**src/rtl/trace_pkg.sv**
```systemverilog
// ---------------------------------------------------------------------------
// trace_pkg
// Shared types for the retire-trace capture path.
//   trace_kind_e : record kind (NONE / REG / LOAD / STORE)
//   trace_rec_t  : one queued retire record including its cycle stamp (167 bits)
//   REC_W        : width of trace_rec_t in bits
// ---------------------------------------------------------------------------
package trace_pkg;

    typedef enum logic [1:0] {
        TK_NONE  = 2'd0,
        TK_REG   = 2'd1,
        TK_LOAD  = 2'd2,
        TK_STORE = 2'd3
    } trace_kind_e;

    typedef struct packed {
        logic [31:0] pc;
        logic [31:0] inst;
        trace_kind_e kind;
        logic [4:0]  rd;
        logic [31:0] data;
        logic [31:0] addr;
        logic [31:0] stamp;
    } trace_rec_t;

    localparam int REC_W = $bits(trace_rec_t);

endpackage

```
**src/rtl/retire_trace_buf_if.sv**
```systemverilog
// ---------------------------------------------------------------------------
// retire_trace_buf_if
// Retire-lane inputs and the valid/ready record output of retire_trace_buf.
//   master : retire stage + trace consumer side (drives ret_*, out_ready)
//   slave  : the trace buffer (drives out_valid and the head record fields)
// ---------------------------------------------------------------------------
interface retire_trace_buf_if #(
    parameter int LANES = 2
) ();

    logic [LANES-1:0]        ret_valid;
    logic [LANES-1:0][31:0]  ret_pc;
    logic [LANES-1:0][31:0]  ret_inst;
    logic [LANES-1:0][1:0]   ret_kind;
    logic [LANES-1:0][4:0]   ret_rd;
    logic [LANES-1:0][31:0]  ret_data;
    logic [LANES-1:0][31:0]  ret_addr;

    logic        out_valid;
    logic        out_ready;
    logic [31:0] out_pc;
    logic [31:0] out_inst;
    logic [1:0]  out_kind;
    logic [4:0]  out_rd;
    logic [31:0] out_data;
    logic [31:0] out_addr;
    logic [31:0] out_stamp;

    modport master (
        output ret_valid, ret_pc, ret_inst, ret_kind, ret_rd, ret_data, ret_addr,
        output out_ready,
        input  out_valid, out_pc, out_inst, out_kind, out_rd, out_data, out_addr, out_stamp
    );

    modport slave (
        input  ret_valid, ret_pc, ret_inst, ret_kind, ret_rd, ret_data, ret_addr,
        input  out_ready,
        output out_valid, out_pc, out_inst, out_kind, out_rd, out_data, out_addr, out_stamp
    );

endinterface

```
**src/rtl/trace_mwfifo.sv**
```systemverilog
// ---------------------------------------------------------------------------
// trace_mwfifo
// Multi-write (up to LANES per cycle), single-read FIFO of trace_rec_t.
//   CLK, NRST : clock, async active-low reset
//   flush     : synchronous clear of pointers and level
//   wr_cnt    : number of records to write this cycle (already compacted)
//   wr_rec    : compacted records, slot 0 is written first
//   rd_en     : pop the head (ignored when empty)
//   head      : record at the read pointer (meaningful only when level != 0)
//   level     : occupied slots
// The caller guarantees wr_cnt never exceeds the free space.
// ---------------------------------------------------------------------------
module trace_mwfifo
    import trace_pkg::*;
#(
    parameter int LANES = 2,
    parameter int DEPTH = 16
) (
    input  logic                          CLK,
    input  logic                          NRST,
    input  logic                          flush,
    input  logic [$clog2(DEPTH):0]        wr_cnt,
    input  trace_rec_t [LANES-1:0]        wr_rec,
    input  logic                          rd_en,
    output trace_rec_t                    head,
    output logic [$clog2(DEPTH):0]        level
);

    localparam int PW = $clog2(DEPTH);
    localparam int LW = PW + 1;

    logic [PW-1:0]    wr_ptr;
    logic [PW-1:0]    rd_ptr;
    logic [REC_W-1:0] mem [DEPTH];
    logic             pop;

    assign pop = rd_en && (level != '0);

    // NOTE: the storage array has no reset; stale slots are never observed
    // because the top gates every head field with out_valid.
    always_ff @(posedge CLK) begin
        for (int j = 0; j < LANES; j++) begin
            if (!flush && (LW'(j) < wr_cnt)) begin
                mem[wr_ptr + PW'(j)] <= wr_rec[j];
            end
        end
    end

    always_ff @(posedge CLK or negedge NRST) begin
        if (!NRST) begin
            wr_ptr <= '0;
            rd_ptr <= '0;
            level  <= '0;
        end else if (flush) begin
            wr_ptr <= '0;
            rd_ptr <= '0;
            level  <= '0;
        end else begin
            // Pointers are PW bits wide, so the additions wrap modulo DEPTH.
            wr_ptr <= wr_ptr + wr_cnt[PW-1:0];
            rd_ptr <= rd_ptr + PW'(pop);
            level  <= level + wr_cnt - LW'(pop);
        end
    end

    assign head = trace_rec_t'(mem[rd_ptr]);

endmodule

```
**src/rtl/retire_trace_buf.sv**
```systemverilog
// ---------------------------------------------------------------------------
// retire_trace_buf
// Retire-trace capture buffer: filters and compacts up to LANES retired
// instructions per cycle, stamps them with a free-running cycle counter and
// queues them in program order; records drain one per cycle.
//   CLK, NRST     : clock, async active-low reset
//   en            : capture enable
//   filter_nodest : drop records of kind NONE before queuing
//   flush         : clear queue contents (counters and stamp kept)
//   bus           : retire lanes in, valid/ready record out (slave side)
//   level         : occupied slots
//   overflow      : sticky, set when a whole group was dropped for lack of room
//   drop_cnt      : saturating count of dropped records
// ---------------------------------------------------------------------------
module retire_trace_buf
    import trace_pkg::*;
#(
    parameter int LANES = 2,
    parameter int DEPTH = 16,
    parameter int CNT_W = 16
) (
    input  logic                   CLK,
    input  logic                   NRST,
    input  logic                   en,
    input  logic                   filter_nodest,
    input  logic                   flush,
    retire_trace_buf_if.slave      bus,
    output logic [$clog2(DEPTH):0] level,
    output logic                   overflow,
    output logic [CNT_W-1:0]       drop_cnt
);

    localparam int LW = $clog2(DEPTH) + 1;

    logic [31:0]               stamp;
    logic [LANES-1:0]          acc;
    logic [LANES-1:0][LW-1:0]  off;
    logic [LW-1:0]             n_acc;
    trace_rec_t [LANES-1:0]    lane_rec;
    trace_rec_t [LANES-1:0]    comp;
    logic [LW-1:0]             space;
    logic                      drop;
    logic [LW-1:0]             wr_cnt;
    logic                      pop;
    trace_rec_t                head;
    logic [CNT_W:0]            drop_sum;

    // Filtering plus prefix-count compaction: off[i] is the number of
    // accepted lanes older than lane i, i.e. its slot within this group.
    // NOTE: n_acc is a running sum inside one combinational pass, so it must
    // use blocking assignments; a non-blocking one would read a stale value.
    always_comb begin
        acc      = '0;
        off      = '0;
        n_acc    = '0;
        lane_rec = '0;
        comp     = '0;
        for (int i = 0; i < LANES; i++) begin
            lane_rec[i] = '{pc:    bus.ret_pc[i],
                            inst:  bus.ret_inst[i],
                            kind:  trace_kind_e'(bus.ret_kind[i]),
                            rd:    bus.ret_rd[i],
                            data:  bus.ret_data[i],
                            addr:  bus.ret_addr[i],
                            stamp: stamp};
            acc[i] = en && bus.ret_valid[i]
                     && !(filter_nodest && (trace_kind_e'(bus.ret_kind[i]) == TK_NONE));
            off[i] = n_acc;
            n_acc  = n_acc + LW'(acc[i]);
        end
        for (int j = 0; j < LANES; j++) begin
            for (int i = 0; i < LANES; i++) begin
                if (acc[i] && (off[i] == LW'(j))) begin
                    comp[j] = lane_rec[i];
                end
            end
        end
    end

    // Space is judged on the level at the start of the cycle; a pop in the
    // same cycle does not make room, and a group is written whole or not at all.
    assign space  = LW'(DEPTH) - level;
    assign drop   = n_acc > space;
    assign wr_cnt = (flush || drop) ? '0 : n_acc;
    assign pop    = bus.out_valid && bus.out_ready;

    trace_mwfifo #(
        .LANES (LANES),
        .DEPTH (DEPTH)
    ) u_fifo (
        .CLK    (CLK),
        .NRST   (NRST),
        .flush  (flush),
        .wr_cnt (wr_cnt),
        .wr_rec (comp),
        .rd_en  (pop),
        .head   (head),
        .level  (level)
    );

    assign drop_sum = {1'b0, drop_cnt} + (CNT_W + 1)'(n_acc);

    always_ff @(posedge CLK or negedge NRST) begin
        if (!NRST) begin
            stamp    <= '0;
            overflow <= 1'b0;
            drop_cnt <= '0;
        end else begin
            stamp <= stamp + 32'd1;
            // A flushed cycle discards its lanes without counting them.
            if (!flush && drop) begin
                overflow <= 1'b1;
                drop_cnt <= drop_sum[CNT_W] ? '1 : drop_sum[CNT_W-1:0];
            end
        end
    end

    assign bus.out_valid = (level != '0);
    assign bus.out_pc    = bus.out_valid ? head.pc    : '0;
    assign bus.out_inst  = bus.out_valid ? head.inst  : '0;
    assign bus.out_kind  = bus.out_valid ? head.kind  : '0;
    assign bus.out_rd    = bus.out_valid ? head.rd    : '0;
    assign bus.out_data  = bus.out_valid ? head.data  : '0;
    assign bus.out_addr  = bus.out_valid ? head.addr  : '0;
    assign bus.out_stamp = bus.out_valid ? head.stamp : '0;

endmodule

```
**src/flat_wrapper.sv**
```systemverilog
// flat-port wrapper written by rule: the top's interface ports become plain ports
module retire_trace_buf_flat import trace_pkg::*;
#(
    parameter int LANES = 2,
    parameter int DEPTH = 16,
    parameter int CNT_W = 16
)
  (CLK, NRST, en, filter_nodest, flush, level, overflow, drop_cnt, bus_ret_valid, bus_ret_pc, bus_ret_inst, bus_ret_kind, bus_ret_rd, bus_ret_data, bus_ret_addr, bus_out_ready, bus_out_valid, bus_out_pc, bus_out_inst, bus_out_kind, bus_out_rd, bus_out_data, bus_out_addr, bus_out_stamp);
  retire_trace_buf_if #(.LANES(LANES)) bus_i ();
  input  logic CLK;
  input  logic NRST;
  input  logic en;
  input  logic filter_nodest;
  input  logic flush;
  output logic [$clog2(DEPTH):0] level;
  output logic overflow;
  output logic [CNT_W-1:0] drop_cnt;
  input wire logic [$bits(bus_i.ret_valid)-1:0] bus_ret_valid;
  input wire logic [$bits(bus_i.ret_pc)-1:0] bus_ret_pc;
  input wire logic [$bits(bus_i.ret_inst)-1:0] bus_ret_inst;
  input wire logic [$bits(bus_i.ret_kind)-1:0] bus_ret_kind;
  input wire logic [$bits(bus_i.ret_rd)-1:0] bus_ret_rd;
  input wire logic [$bits(bus_i.ret_data)-1:0] bus_ret_data;
  input wire logic [$bits(bus_i.ret_addr)-1:0] bus_ret_addr;
  input wire logic [$bits(bus_i.out_ready)-1:0] bus_out_ready;
  output wire logic [$bits(bus_i.out_valid)-1:0] bus_out_valid;
  output wire logic [$bits(bus_i.out_pc)-1:0] bus_out_pc;
  output wire logic [$bits(bus_i.out_inst)-1:0] bus_out_inst;
  output wire logic [$bits(bus_i.out_kind)-1:0] bus_out_kind;
  output wire logic [$bits(bus_i.out_rd)-1:0] bus_out_rd;
  output wire logic [$bits(bus_i.out_data)-1:0] bus_out_data;
  output wire logic [$bits(bus_i.out_addr)-1:0] bus_out_addr;
  output wire logic [$bits(bus_i.out_stamp)-1:0] bus_out_stamp;
  assign bus_i.ret_valid = bus_ret_valid;
  assign bus_i.ret_pc = bus_ret_pc;
  assign bus_i.ret_inst = bus_ret_inst;
  assign bus_i.ret_kind = bus_ret_kind;
  assign bus_i.ret_rd = bus_ret_rd;
  assign bus_i.ret_data = bus_ret_data;
  assign bus_i.ret_addr = bus_ret_addr;
  assign bus_i.out_ready = bus_out_ready;
  assign bus_out_valid = bus_i.out_valid;
  assign bus_out_pc = bus_i.out_pc;
  assign bus_out_inst = bus_i.out_inst;
  assign bus_out_kind = bus_i.out_kind;
  assign bus_out_rd = bus_i.out_rd;
  assign bus_out_data = bus_i.out_data;
  assign bus_out_addr = bus_i.out_addr;
  assign bus_out_stamp = bus_i.out_stamp;
  retire_trace_buf #(.LANES(LANES), .DEPTH(DEPTH), .CNT_W(CNT_W)) u_core (.CLK(CLK), .NRST(NRST), .en(en), .filter_nodest(filter_nodest), .flush(flush), .bus(bus_i), .level(level), .overflow(overflow), .drop_cnt(drop_cnt));
endmodule
```
**config.mk**
```make
export PLATFORM = sky130hd
export DESIGN_NAME = retire_trace_buf_flat
export DESIGN_NICKNAME = d
export VERILOG_FILES = /design/src/rtl/trace_pkg.sv /design/src/rtl/retire_trace_buf_if.sv /design/src/rtl/trace_mwfifo.sv /design/src/rtl/retire_trace_buf.sv /design/src/flat_wrapper.sv
export SDC_FILE = /design/constraint.sdc
export NUM_CORES = 2
export LEC_CHECK = 0
export CAP_MARGIN = 20
export CORE_MARGIN = 3
export CORE_UTILIZATION = 48
export CTS_CLUSTER_DIAMETER = 150
export DETAILED_ROUTE_END_ITERATION = 10
export PLACE_DENSITY = 0.72
export SYNTH_ARGS = -nofsm -noshare
export SYNTH_HDL_FRONTEND = slang
export SYNTH_SLANG_ARGS = --single-unit
```
**constraint.sdc**
```tcl
create_clock -name CLK -period 25 [get_ports CLK]
set_input_delay 6.25 -clock CLK [delete_from_list [all_inputs] [get_ports CLK]]
set_output_delay 6.25 -clock CLK [all_outputs]
set_load 0.05 [all_outputs]
```
======== After elaboration in Yosys (flattened, before gate mapping) ========
Memories as Yosys holds them, arrays and structs flattened.
Cells that the tools add are included.
cells by class
  $add $sub $neg .......................... 9
  $lt $le $gt $ge ......................... 3
  muxes and demuxes ....................... 19
  reductions and logical operators ........ 21
operator list
  kind                   number
  $mux 167               3
  $mux 32                5
  $add 32x1->32 const B  1
  $add 16x5->17          1
  $mux 16                1
  $mux 5                 3
  $logic_and 1x1->1      13
  $lt 1x5->1 const A     2
  $mux 4                 2
  $add 5x5->5            1
  $gt 5x5->1             1
  $logic_not 5->1        1
  $reduce_bool 5->1      1
  $sub 5x1->5            1
  $sub 5x5->5 const A    1
  $add 4x1->4            1
  $add 4x1->4 const B    1
  $add 4x4->4            1
  $logic_not 2->1        2
  $mux 1                 4
  $logic_not 1->1        3
  $add 1x1->2            1
  $mux 2                 1
  $logic_or 1x1->1       1
storage, ports and cells
  bits in registers ....................... 62
  RAM bits ................................ 2,672
  logic and storage cells ................. 59
  memories kept ........................... 1
memories
  memory             depth  bits a word  rd ports  clocked after Yosys merged registers in  wr ports  RTL line            source
  u_core.u_fifo.mem  16     167          1         0                                        2         trace_mwfifo.sv:34  logic [REC_W-1:0] mem [DEPTH];

======== Depth between registers and ports, before layout ========
  word-level depth ........................ 12
  gate-level depth with buffers ........... 20
  depth with buffers taken out ............ 17

======== Cells and area by module ========
Synthesis repeated with hierarchy kept, for this count alone.
unflattened totals
  cell total of the unflattened synthesis .. 8,318
  area, all modules ....................... 141,806.0 um^2
by module, submodules not included
  module            instances  cells each  area each (um^2)  sequential area each (um^2)
  trace_mwfifo      1          7,214       134,929.4         80,562.3
  retire_trace_buf  1          1,104       6,876.6           1,226.2

======== Least setup slack after synthesis ========
OpenSTA, ideal clock, no wires.
  path kind ............................... input -> register
  from .................................... input port en
  to ...................................... memory u_core.u_fifo.mem[2][0] in the netlist's numbering (enable)
  library setup time ...................... 1,102 ps
  data arrival time ....................... 24,468 ps
  data required time ...................... 23,897 ps
  path slack .............................. -571 ps
  cell stages on the path ................. 12
  path buffers ............................ 4
  cell sequence ........................... nand2_1 a21oi_1 clkbuf_1 clkbuf_1 ha_1 ha_1 nor2b_1 o211ai_1 buf_2 o221ai_2 clkbuf_1 nor4_1
RTL lines
  element          RTL line            source
  start, declared  flat_wrapper.sv:12  input logic en;
  end, declared    trace_mwfifo.sv:34

======== Final worst setup path ========
  from .................................... register u_core.u_fifo.rd_ptr[0]
  to ...................................... output port bus_out_inst[9]
between the ends
  cells in the longest elaborated chain, start to end .. 2
ends and longest elaborated chain
  element                 RTL line                 source
  start, declared         trace_mwfifo.sv:33       logic [PW-1:0] rd_ptr;
  start signal, assigned  trace_mwfifo.sv:61       rd_ptr <= rd_ptr + PW'(pop);
  $mem_v2 16x167          -
  $mux 32                 retire_trace_buf.sv:120  assign bus.out_inst = bus.out_valid ? head.inst : '0;
  end, declared           flat_wrapper.sv:28       output wire logic [$bits(bus_i.out_inst)-1:0] bus_out_inst;
Every way passes these cells.

==> flow_summary.yaml <==
synthesis:
  syn-cell-area_um2: 132100
  syn-instance-count: 10600
  synthesized_flop_and_latch_total: 2734
  yosysMostFrequentCell: "edfxtp_1"
  synth_enable_flop_cells: 2672
  synthTopCellsByArea: "edfxtp_1, mux4_2, a21oi_1, nor2_1, clkbuf_1"
  postSynth.topFlopCell: "edfxtp_1"
  avgSynthCellArea_um2: 12.47
  synthDistinctLibCells: 45
  post-synth-top-area-cell: "edfxtp_1"
  synth.top_cells.by_count: "edfxtp_1, a21oi_1, nor2_1"
  yosysTopAreaCellShare_pct: 60.72
  synth.net_count: 10900
  async_reset_ff_share_pct: 2.268
  synth-warning-count: 0
  seq_area_frac_synth_pct: 61.90
cells_and_area:
  final_layout_size_suffix_gt1_share_pct: 12.69
  finalNetCount: 10630
  area_growth_syn_to_layout_pct: 12.12
  layout.filler_cells: 21890
  layout.cells.non_filler: 14170
  multi_input_area_um2: 45540
  layout.area.seq_um2: 81800
pwr:
  vdd_drop_max_uv: 97.16
  comb_power_share_pct: 27.1
  p_clk_share_pct: 33.3
  power_switching_w: 0.004061
  swShare_pct: 31.24
  lkg_pwr_nw: 50.28
  power_frac_seq_pct: 39.7
  pwr_density_cell_nw_per_um2: 87.73
  p_int_w: 0.008936
clock_network:
  cts_resized: 0
  cts_root_buffer: "clkbuf_16"
  numCtsBuffers: 307
  cts_sinks: 2734
  cts_tree: "yes"
  hold_buffers: 0
  postCtsSetupBuffers: 0
  clock_path_buffers: 4
  clk-insertion-delay-late_ns: 0.98
  cts_max_level: 5
  clkSlewWorstSetupHoldPaths_ns: 0.06
critical_path:
  startpoint_type: "flop"
  critPathRequiredTime_ns: 18.75
  cp-end-kind: "output pin"
  crit_start: "u_core.u_fifo.rd_ptr[0]$_DFF_PN0_"
  worst-path-max-fanout: 90
  critical_path_class: "flop to output pin"
  r2r-end: "u_core.u_fifo.mem[10][131]$_DFFE_PP_"
  worst_r2r_path_depth: 9
  timing.critical_path.arrival_ns: 6.60
  worstReg2RegStart: "u_core.u_fifo.level[0]$_DFF_PN0_"
  regToRegSetupSlack_ns: 19.15
global_route:
  grt_start_max_net_pins: 177
  grt_pass1_wl_um: 584400
  global_route.overflow_total: 0
  global_route.usage.total_pct: 27.99
  grt_antenna_before_repair: 49
  vias_in_the_first_global_route: 88740
sta:
  finalSetupViolCount: 0
  finalHoldViolCount: 0
  clock.fmax_mhz: 77.82
  fin_worst_skew_ns: 0.08893
  finalWorstPathRequiredPeriod_ns: 12.85
  timing.final.ws_setup_ns: 12.15
  max_slew_violation_count: 0
  finalCritPeriodShare_pct: 51.40
  slew-limit-headroom_pct: 6.132
  rsz0062_at_grt: "no"
  max_slew.worst_pin.slew_ns: 1.408
route:
  wirelength_um: 402300
  detail_route.first_pass.iterations: 7
  via_per_inst: 6.429
  detail-route-antenna-nets: 0
  dr_total_vias: 91080
  drcViolationCount: 0
  wl_per_cell_um: 28.40
  drt_first_iter_violations: 13480
min_path:
  launch_point_of_the_worst_hold_path: "u_core.overflow$_DFFE_PN0P_"
  worstHoldEndpoint: "u_core.overflow$_DFFE_PN0P_"
  hp-class: "flop to flop"
  min_delay_path_depth: 1
floorplanning:
  floorplan_die_area_um2: 281600
  coreArea_um2: 273900
  num_rows: 192
  floorplan.io_pins: 468
  start_util_pct: 48.25
  die_w_um: 530.7
  dieHeight_um: 530.7
job:
  timing.max_cap.violations: 0
outcome:
  run_status: "complete, no violations"
placement:
  globalplace.congestion: 0.8081
  io_buffers: 467
  preCtsSetupSlack_ns: 11.55
  place_hpwl_um: 212200
  placed_cells_incl_taps: 13600
-- metrics by stage --
stage	TNS, ns	utilization, %	hold WS, ns	instance area [um^2]	total power, W
2_1_floorplan	-236.58	-	0.4942	132100	0.007601
3_3_place_gp	0	50.58	0.4927	138500	0.008730
3_5_place_dp	0	50.59	0.5019	138600	0.008764
4_1_cts	0	54.03	0.5145	148000	0.01304
5_1_grt	0	54.09	0.5498	148100	0.01337
6_report	0	54.10	0.5099	148200	0.01300
-- metal layers --
metal  global-route usage [%]  part of all wire [%]  up-vias  wire length [um]
met3                    6.146                    12      952             48300
met4                    12.36                   4.3       28             17420
li1                         -                     -    38510                 -
met2                    45.34                    48     6425            193200
met5                        0                 0.048        -               192
met1                    36.38                    36    45170            143200
-- critical path, cell delays in order, from the launching register on --
cell and delay (ns):
dfrtp_4 0.96, buf_12 0.65, buf_4 0.78, buf_4 0.82
mux4_2 0.37, mux2i_1 0.09, o22ai_1 0.73, clkdlybuf4s50_1 0.96
-- power by group through the flow --
| stage | sequential, W | combinational (W) | clock, W |
|---|---|---|---|
| floorplan | 0.00525 | 0.00235 | 0 |
| global placement | 0.00525 | 0.00348 | 0 |
| detailed placement | 0.00525 | 0.00351 | 0 |
| CTS | 0.00515 | 0.00352 | 0.00436 |
| global route | 0.00516 | 0.00368 | 0.00453 |
| finish | 0.00515 | 0.00352 | 0.00433 |
-- cell families (layout without fill, tap and decap cells) --
family / Yosys count / after routing / synth area share, %
and+or+nand+nor: 2940 / 2940 / 9.655
muxes: 1010 / 1010 / 13.98
other: 0 / 24 / 0
xor gates and xnor gates: 43 / 43 / 0.2850
DFF: 2734 / 2734 / 61.90
AOI/OAI and AO/OA: 2553 / 2553 / 10.15
adders and majority gates: 23 / 23 / 0.2348
buffers and inverters: 1294 / 1252 / 3.796
-- final cells by class --
class | count | share of cell area (%)
multi-input combinational | 6569 | 30.74
inverter | 20 | 0.05067
clock buffer | 385 | 5.489
timing repair buffer | 700 | 4.582
clock inverter | 147 | 0.8547
sequential | 2734 | 55.21
tap | 3589 | 3.031
antenna | 24 | 0.04054
-- layout by cell type (no fill, tap or decap), types with 21 or more instances in the layout --
master / netlist / final
mux4_2: 668 / 668
clkbuf_1: 944 / 68
a21oi_1: 2222 / 2217
bufinv_16: 0 / 21
clkdlybuf4s50_1: 0 / 466
and2_1: 468 / 468
buf_4: 0 / 204
edfxtp_1: 2672 / 2672
o22ai_1: 167 / 167
clkinv_1: 3 / 70
xnor2_1: 27 / 27
clkbuf_16: 0 / 312
nor2_1: 2193 / 2192
nor2b_1: 145 / 145
clkinv_2: 0 / 41
nand2_1: 54 / 50
dfrtp_1: 62 / 59
diode_2: 0 / 24
a22oi_1: 133 / 133
mux2i_1: 336 / 336
buf_12: 0 / 29
-- flip-flops by register name, indices dropped and copies added, names as in the netlist --
| register | count |
|---|---|
| u_core.drop_cnt | 16 |
| u_core.overflow | 1 |
| u_core.u_fifo.level | 5 |
| u_core.stamp | 32 |
| u_core.u_fifo.mem | 2672 |
| u_core.u_fifo.wr_ptr | 4 |
| u_core.u_fifo.rd_ptr | 4 |
-- worst max path at each step --
stage | end | slack [ns] | cells past startpoint
3_5_place_dp | u_core.u_fifo.mem[9][98]$_DFFE_PP_ | 11.55 | 13
4_1_cts | bus_out_inst[9] | 12.00 | 7
6_report | bus_out_inst[9] | 12.15 | 7
5_1_grt | bus_out_inst[9] | 11.75 | 7
3_3_place_gp | u_core.u_fifo.mem[9][98]$_DFFE_PP_ | 11.67 | 13
2_1_floorplan | u_core.u_fifo.mem[2][0]$_DFFE_PP_ | -0.57 | 12
No activity file was read; power rests on OpenSTA's default activity.
